`config.mk`:
```
export PLATFORM = sky130hd
export DESIGN_NAME = kpn_scheduler
export DESIGN_NICKNAME = d
export VERILOG_FILES = /design/src/rtl/kpn_scheduler.sv
export SDC_FILE = /design/constraint.sdc
export NUM_CORES = 1
export LEC_CHECK = 0
export ABC_AREA = 1
export BUFFER_PORTS_ARGS = -buffer_cell sky130_fd_sc_hd__buf_2
export CORE_MARGIN = 3
export CORE_UTILIZATION = 35
export CTS_CLUSTER_DIAMETER = 30
export CTS_CLUSTER_SIZE = 14
export DETAILED_ROUTE_END_ITERATION = 10
export PLACE_DENSITY = 0.59
export SYNTH_ARGS = -nofsm -noshare
export SYNTH_HDL_FRONTEND = slang
export SYNTH_SLANG_ARGS = --single-unit
```
`constraint.sdc`:
```
create_clock -name i_clk -period 4.2 [get_ports i_clk]
set_clock_uncertainty 0.1 [all_clocks]
set_input_delay 0.21 -clock i_clk [delete_from_list [all_inputs] [get_ports i_clk]]
set_output_delay 0.21 -clock i_clk [all_outputs]
set_load 0.01 [all_outputs]
```
`src/rtl/kpn_scheduler.sv`:
```
// Central sequencer for the two-source / adder / LCD Kahn process network.
// Optional stall statistics: define KPN_SCHED_STATS_EN to enable o_stall_count.
module kpn_scheduler #(
    parameter int TOKEN_COUNT = 16,
    parameter int ADDER_LAT   = 2,
    parameter int LCD_HOLD    = 1000
) (
    input  logic        i_clk,
    input  logic        i_rst_n,
    input  logic        i_fifo_1_full,
    input  logic        i_fifo_2_full,
    input  logic        i_fifo_1_empty,
    input  logic        i_fifo_2_empty,
    input  logic        i_fifo_3_full,
    input  logic        i_fifo_3_empty,
    input  logic        i_lcd_busy,
    output logic        o_queue_1_wr,
    output logic        o_queue_2_wr,
    output logic        o_adder_rd,
    output logic        o_adder_wr,
    output logic        o_lcd_rd,
    output logic        o_done,
    output logic [15:0] o_stall_count
);

    typedef enum logic [1:0] {S_IDLE, S_READ, S_WAIT, S_WRITE} state_t;

    localparam logic [15:0] TC        = 16'(TOKEN_COUNT);
    localparam logic [3:0]  LAT_INIT  = 4'(ADDER_LAT - 1);
    localparam logic [15:0] HOLD_INIT = 16'(LCD_HOLD - 1);

    state_t      r_state, w_state_nxt;
    logic [3:0]  r_lat;
    logic [15:0] r_prod_1, r_prod_2, r_fired, r_disp, r_hold;
    logic        r_q1_wr, r_q2_wr, r_adder_rd, r_adder_wr, r_lcd_rd, r_done;
    logic        w_fire_ok, w_q1_nxt, w_q2_nxt, w_rd_nxt, w_wr_nxt, w_lcd_nxt, w_done_nxt;

    assign w_fire_ok = !i_fifo_1_empty && !i_fifo_2_empty && !i_fifo_3_full;

    // Adder FSM: state register (latency counter rides along with it)
    always_ff @(posedge i_clk) begin
        if (!i_rst_n) begin
            r_state <= S_IDLE;
            r_lat   <= 4'd0;
        end else begin
            r_state <= w_state_nxt;
            if (r_state == S_READ)
                r_lat <= LAT_INIT;
            else if (r_state == S_WAIT)
                r_lat <= r_lat - 4'd1;
        end
    end

    always_comb begin
        w_state_nxt = r_state;
        case (r_state)
            S_IDLE:  if (w_fire_ok) w_state_nxt = S_READ;
            S_READ:  w_state_nxt = (ADDER_LAT == 1) ? S_WRITE : S_WAIT;
            S_WAIT:  if (r_lat <= 4'd1) w_state_nxt = S_WRITE;
            S_WRITE: w_state_nxt = S_IDLE;
            default: w_state_nxt = S_IDLE;
        endcase
    end

    // Strobes are decoded from the next state so they leave the block registered
    always_comb begin
        w_rd_nxt = (w_state_nxt == S_READ);
        w_wr_nxt = (w_state_nxt == S_WRITE);
    end

    assign w_q1_nxt   = !i_fifo_1_full && (r_prod_1 < TC);
    assign w_q2_nxt   = !i_fifo_2_full && (r_prod_2 < TC);
    assign w_lcd_nxt  = (r_hold == 16'd0) && !i_fifo_3_empty && !i_lcd_busy;
    assign w_done_nxt = r_done || ((r_prod_1 == TC) && (r_prod_2 == TC) &&
                                   (r_fired == TC) && (r_disp == TC));

    always_ff @(posedge i_clk) begin
        if (!i_rst_n) begin
            r_q1_wr    <= 1'b0;
            r_q2_wr    <= 1'b0;
            r_adder_rd <= 1'b0;
            r_adder_wr <= 1'b0;
            r_lcd_rd   <= 1'b0;
            r_done     <= 1'b0;
            r_prod_1   <= 16'd0;
            r_prod_2   <= 16'd0;
            r_fired    <= 16'd0;
            r_disp     <= 16'd0;
            r_hold     <= 16'd0;
        end else begin
            r_q1_wr    <= w_q1_nxt;
            r_q2_wr    <= w_q2_nxt;
            r_adder_rd <= w_rd_nxt;
            r_adder_wr <= w_wr_nxt;
            r_lcd_rd   <= w_lcd_nxt;
            r_done     <= w_done_nxt;
            if (w_q1_nxt) r_prod_1 <= r_prod_1 + 16'd1;
            if (w_q2_nxt) r_prod_2 <= r_prod_2 + 16'd1;
            if (w_wr_nxt) r_fired  <= r_fired + 16'd1;
            if (w_lcd_nxt) begin
                r_hold <= HOLD_INIT;
                r_disp <= r_disp + 16'd1;
            end else if (r_hold != 16'd0) begin
                r_hold <= r_hold - 16'd1;
            end
        end
    end

    assign o_queue_1_wr = r_q1_wr;
    assign o_queue_2_wr = r_q2_wr;
    assign o_adder_rd   = r_adder_rd;
    assign o_adder_wr   = r_adder_wr;
    assign o_lcd_rd     = r_lcd_rd;
    assign o_done       = r_done;

`ifdef KPN_SCHED_STATS_EN
    logic [15:0] r_stall;

    // Counts cycles the adder had both operands but no room downstream
    always_ff @(posedge i_clk) begin
        if (!i_rst_n)
            r_stall <= 16'd0;
        else if ((r_state == S_IDLE) && !i_fifo_1_empty && !i_fifo_2_empty &&
                 i_fifo_3_full && (r_stall != 16'hFFFF))
            r_stall <= r_stall + 16'd1;
    end

    assign o_stall_count = r_stall;
`else
    assign o_stall_count = 16'h0000;
`endif

endmodule

```
==> impl_metrics.ini, run 1 <==
[outcome]
outcome = completed

[routing]
wl_mm = 9.71
vias = 4149
postRouteAntennaNets = 0
dr.first_iter.drc_count = 258
wl_per_cell_um = 10.5
vias_per_cell = 4.48
dr.pass1.iters = 4
drc_errors = 0

[clock_network]
ctsRootBufferMaster = clkbuf_16
postCtsSetupRepairBufs = 0
cts_tree = done
cts_resized = 0
clock-sinks = 92
cts-buffers-inserted = 9
clockBufferDepth = 2
h-tree-depth = 3
cts_hold_buffers = 0
insertion_delay_ns = 0.35
clkTransAtPathRegs_ns = 0.07

[yosys]
synth_area_leaders = dfxtp_1 (38%), nand2_1 (15%), nor2_1 (10%)
synth.cell_area_um2 = 4880
synth_cell_types = 31
synth-edff-count = 0
syn_area_per_cell_um2 = 6.63
ys_seq_elements = 92
synth_ff_type = dfxtp_1
yosysTopAreaCell = dfxtp_1
yosys_warnings = 0
synth_top_area_share_pct = 37.7
synth_most_common_cell = nand2_1
netlist_instances = 736
synth_common_cells = nand2_1 (195), nor2_1 (131), inv_1 (95), dfxtp_1 (92), nand3_1 (48)
synthArstFlopShare_pct = 0
ys_seq_area_share_pct = 37.7

[floorplan]
core_um2 = 13500
initial_core_util_pct = 36.3
dieArea_um2 = 15400
fp.dieW_um = 124
die-height_um = 124
rows = 42
io_pins = 31

[finish]
nets = 770
area_delta_synth_final_pct = 9.23
fill_cells = 1478
register_area_um2 = 1840
n_antenna_cell = 0
drive_gt1_share_pct = 8.39
multi_input_area_um2 = 2530

[global_routing]
grt_max_degree = 38
grt_usage_pct = 13.9
antenna_found_initial = 0
grt_pass1_vias = 3787
gr-total-overflow = 0
grt_pass1_wl_mm = 17.0

[placement]
finalWeightedCongestion = 0.852
port_buffers = 14
dp_hpwl_mm = 7.11

[worst_setup_path]
cp.arrival_ns = 2.08
critical_path.top_delay_family = simple AND/OR/NAND/NOR gates
worst-setup-path-type = flip-flop to flip-flop
cp-start-kind = flip-flop
cp_slowest_stage_delay_ns = 0.31
crit_chain = inv_1 -> ha_1 -> inv_1 -> nor2_1 -> nand2_1 -> nand2_2 -> nand2_2 -> nor2_1 -> nand2_1 -> nand2_1 -> inv_1
required_ns = 4.35
path_buf_inv = 3
r2r_end = r_fired[10]
cp_slowest_cell = dfxtp_1
endpoint_kind = flip-flop
rrSetupSlack_ns = 2.27
reg2reg_from = r_state[0]
reg2reg_depth = 11
crit_path_max_fanout = 15

[sta]
finalHoldViolations = 0
clock.fmax_mhz = 519
fin_crit_sh_pct = 45.9
rsz0062_at_grt = no
hold_ws_ns = 0.0688
period_needed_ns = 1.93
worst_pin_slew_ns = 0.678
setup_tns_ns = 0
slew_violations = 0
setup_viol = 0
slew_headroom_pct = 54.7

[power]
p_leak_nw = 2.36
power_density_nw_per_um2 = 509
max-vdd-ir-drop_uv = 311

[min_path]
hp-start = i_fifo_1_full
hold_end = r_prod_1[4]
whs_path_depth = 4
min_path_type = input port to flip-flop

[run]
maxCapViolations = 0
flip-flops by register name, indices dropped and copies added, names as in the netlist:
name	cells
o_adder_rd	1
o_adder_wr	1
o_done	1
o_lcd_rd	1
o_queue_1_wr	1
o_queue_2_wr	1
r_disp	16
r_fired	16
r_hold	16
r_lat	4
r_prod_1	16
r_prod_2	16
r_state	2
worst reg2reg max path, cell delays in order, from the launching register on:
cell	delay (ns)
dfxtp_1	0.31
inv_1	0.11
ha_1	0.29
inv_1	0.06
nor2_1	0.08
nand2_1	0.10
nand2_2	0.24
nand2_2	0.24
nor2_1	0.15
nand2_1	0.06
nand2_1	0.05
inv_1	0.04
through the flow:
| stage | cells | util, % | power (mW) | worst slack [ns] | cell area, µm² |
|---|---|---|---|---|---|
| after floorplan | 751 | - | 1.77 | 2.65 | 4940 |
| after global placement | 911 | 37.4 | 1.94 | 2.29 | 5040 |
| after detailed placement | 911 | 37.4 | 1.93 | 2.28 | 5040 |
| after CTS | 927 | 39.6 | 2.75 | 2.26 | 5330 |
| after global routing | 927 | 39.6 | 2.93 | 2.07 | 5330 |
| final | 927 | 39.6 | 2.71 | 2.27 | 5330 |
power by group:
part	total, mW	switching (mW)	internal, mW	leakage (nW)
clock	0.799	0.370	0.429	0.142
combinational	0.881	0.576	0.305	1.47
sequential	1.03	0.0744	0.959	0.746
worst max-delay path by stage:
stage	startpoint	endpoint	slack (ns)	cells after the start
after global routing	r_state[0]	r_fired[10]	2.07	11
after CTS	r_state[0]	r_fired[10]	2.26	11
after detailed placement	r_state[0]	r_fired[10]	2.28	11
final	r_state[0]	r_fired[10]	2.27	11
after floorplan	r_lat[0]	r_fired[12]	2.65	12
after global placement	r_state[0]	r_fired[10]	2.29	11
area by class of cell:
| class | instances | area share, % |
|---|---|---|
| multi-input combinational | 531 | 47.5 |
| sequential | 92 | 34.6 |
| inverter | 97 | 6.83 |
| clock buffer | 10 | 4.48 |
| tap | 176 | 4.13 |
| timing repair buffer | 15 | 1.46 |
| clock inverter | 6 | 1.01 |
layer usage:
metal | vias up | global-route usage, % | part of all wire (%)
li1 | 2269 | - | -
met1 | 1829 | 18.3 | 52
met2 | 44 | 21.8 | 44
met3 | 7 | 4.45 | 3.2
met4 | 0 | 3.70 | 0.94
met5 | - | 0 | 0
cells by family after synthesis:
logic type      Yosys count  share of synthesized area, %
compound gates           61                          6.62
xor+xnor                 16                          2.87
fa+ha+maj                15                          3.85
buf+inv                 128                          11.5
flops                    92                          37.7
other cells               1                        0.0768
simple gates            423                          37.4
cell usage in the layout (no fill, tap or decap), types with 9 or more instances in the layout:
cell type  Yosys  layout
nor2_1       131     131
o21ai_0       17      17
xor2_1        15      15
nand4_1       16      16
buf_2          4      14
conb_1         1      16
ha_1          15      15
nand2_1      195     195
nand3_1       48      48
inv_1         95      95
a21oi_1       37      37
nor2_2        10      10
clkbuf_16      0       9
dfxtp_1       92      92
(Power assumes the default switching activity.)
==> inputs of run 2 (changes only) <==
PLACE_DENSITY = 0.61   (was 0.59)
clock period = 1.7 ns   (was 4.2 ns; I/O delays follow)
==> run 2 against run 1 <==
  * Clock-buffer cell count stayed put
  * Core utilization is 2.3 points higher
  * Combinational power increased to 2.7 times the previous value
  * Via count up 2.7%
  * Die area stayed put
  * Largest power group unchanged
==> impl_metrics.ini, run 2 (same netlist as run 1, synthesis figures left out) <==
[outcome]
outcome = completed

[finish]
utilization_pct = 41.9
nets = 791
fill_cells = 1460
area_delta_synth_final_pct = 15.4
mostFrequentLayoutCells = nand2_1 (194), nor2_1 (128), inv_1 (92)
stdcell_area_um2 = 5630
final_common_cell = nand2_1
drive_gt1_share_pct = 12.3
n_antenna_cell = 0

[placement]
dp_hpwl_mm = 7.29
placed_cell_area_um2 = 5170
port_buffers = 14
pre_cts_ws_ns = 0.00501
finalWeightedCongestion = 0.864

[global_routing]
grt_pass1_vias = 3935
use_met3_pct = 3.54
grt_pass1_wl_mm = 17.4
grt_usage_pct = 13.9
use_met2_pct = 22.4
gr-total-overflow = 0
antenna_found_initial = 0
use_met1_pct = 18.3
busiest_layer = met2
grt_max_degree = 34

[clock_network]
cts_tree = done
clockBufferDepth = 2
h-tree-depth = 3
clkTransAtPathRegs_ns = 0.07
clock-sinks = 92
insertion_delay_ns = 0.34
ctsRootBufferMaster = clkbuf_16
cts-buffers-inserted = 9

[worst_setup_path]
crit_path_max_fanout = 7
worst-setup-path-type = flip-flop to flip-flop
endpoint_kind = flip-flop
cp.arrival_ns = 1.73
cp-start-kind = flip-flop
reg2reg_from = r_state[0]
required_ns = 1.86
critPathLaunch = r_state[0]

[routing]
drc_errors = 0
postRouteAntennaNets = 0
dr.pass1.iters = 4
vias = 4259
vias_per_cell = 4.49
wl_per_cell_um = 10.4
dr.first_iter.drc_count = 214
wl_mm = 9.87

[floorplan]
core_um2 = 13500
dieArea_um2 = 15400
rows = 42
die-height_um = 124
io_pins = 31
initial_core_util_pct = 36.3
fp.dieW_um = 124

[sta]
finalHoldViolations = 0
hold_ws_ns = 0.0411
period_needed_ns = 1.57
final.setup.worst_slack_ns = 0.131
setup_viol = 0
clock.fmax_mhz = 638
setup_tns_ns = 0
slew_violations = 0
fin_crit_sh_pct = 92.3

[min_path]
min_path_type = input port to flip-flop
hp-start = i_fifo_1_full

[power]
max-vdd-ir-drop_uv = 609
power_density_nw_per_um2 = 1300
p_leak_nw = 2.49

[run]
maxCapViolations = 0
-- run 2: changes by cell type in the layout (fill, tap and decap cells not counted), sizes merged --
| cell | change |
|---|---|
| clkinv | -1 |
| dlygate4sd3 | +1 |
| bufinv | +3 |
| nand3 | +1 |
| inv | -1 |
| buf | +19 |
| clkinvlp | -1 |
-- run 2: final cells by class --
cell class	count	area (µm²)	share of cell area, %
well taps	176	220	3.91
clock inverters	6	116	2.07
inverters	97	364	6.46
repair buffers	35	234	4.15
multi-input cells	532	2620	46.4
clock buffers	10	239	4.24
flip-flops and latches	92	1840	32.7
-- run 2: worst paths after layout --
| kind | end | slack [ns] | cells past startpoint |
|---|---|---|---|
| max | r_fired[15] | 0.13 | 6 |
| min | o_queue_1_wr | 0.04 | 4 |
| max reg2reg | r_fired[15] | 0.13 | 6 |
| min reg2reg | r_prod_1[14] | 0.32 | 2 |
-- run 2: metal layers --
layer,vias to the layer above,share of wire (%)
met1,1883,51
li1,2310,-
met3,9,4.1
met2,57,44
met5,-,0
met4,0,1.1
-- run 2: metrics by stage --
step / total power [mW] / instances
after floorplan: 4.38 / 751
after global placement: 4.89 / 929
after detailed placement: 4.88 / 929
after CTS: 7.28 / 946
after global routing: 7.88 / 948
final: 7.32 / 948
-- run 2: report_power, final --
group	leakage [nW]	total, mW	switching, mW	internal, mW
clock network	0.174	2.36	0.865	1.49
registers	0.747	2.54	0.173	2.37
logic	1.57	2.42	1.53	0.886
total	2.49	7.32	2.57	4.75
-- run 2: worst max-delay path, stage by stage, from the launching register on --
cell	delay (ns)
dfxtp_1	0.33
inv_1	0.08
ha_2	0.45
inv_1	0.11
a21oi_4	0.22
nand2_1	0.08
a21oi_1	0.13
-- run 2: timing repair --
item                                   in CTS  in global routing
setup endpoints to repair                   2                 44
cloned                                      0                  1
buffers inserted                            0                  1
pin swaps                                   0                  4
endpoints found under the hold margin       5                  0
hold buffers                                1                  0
resized for setup                           2                 19
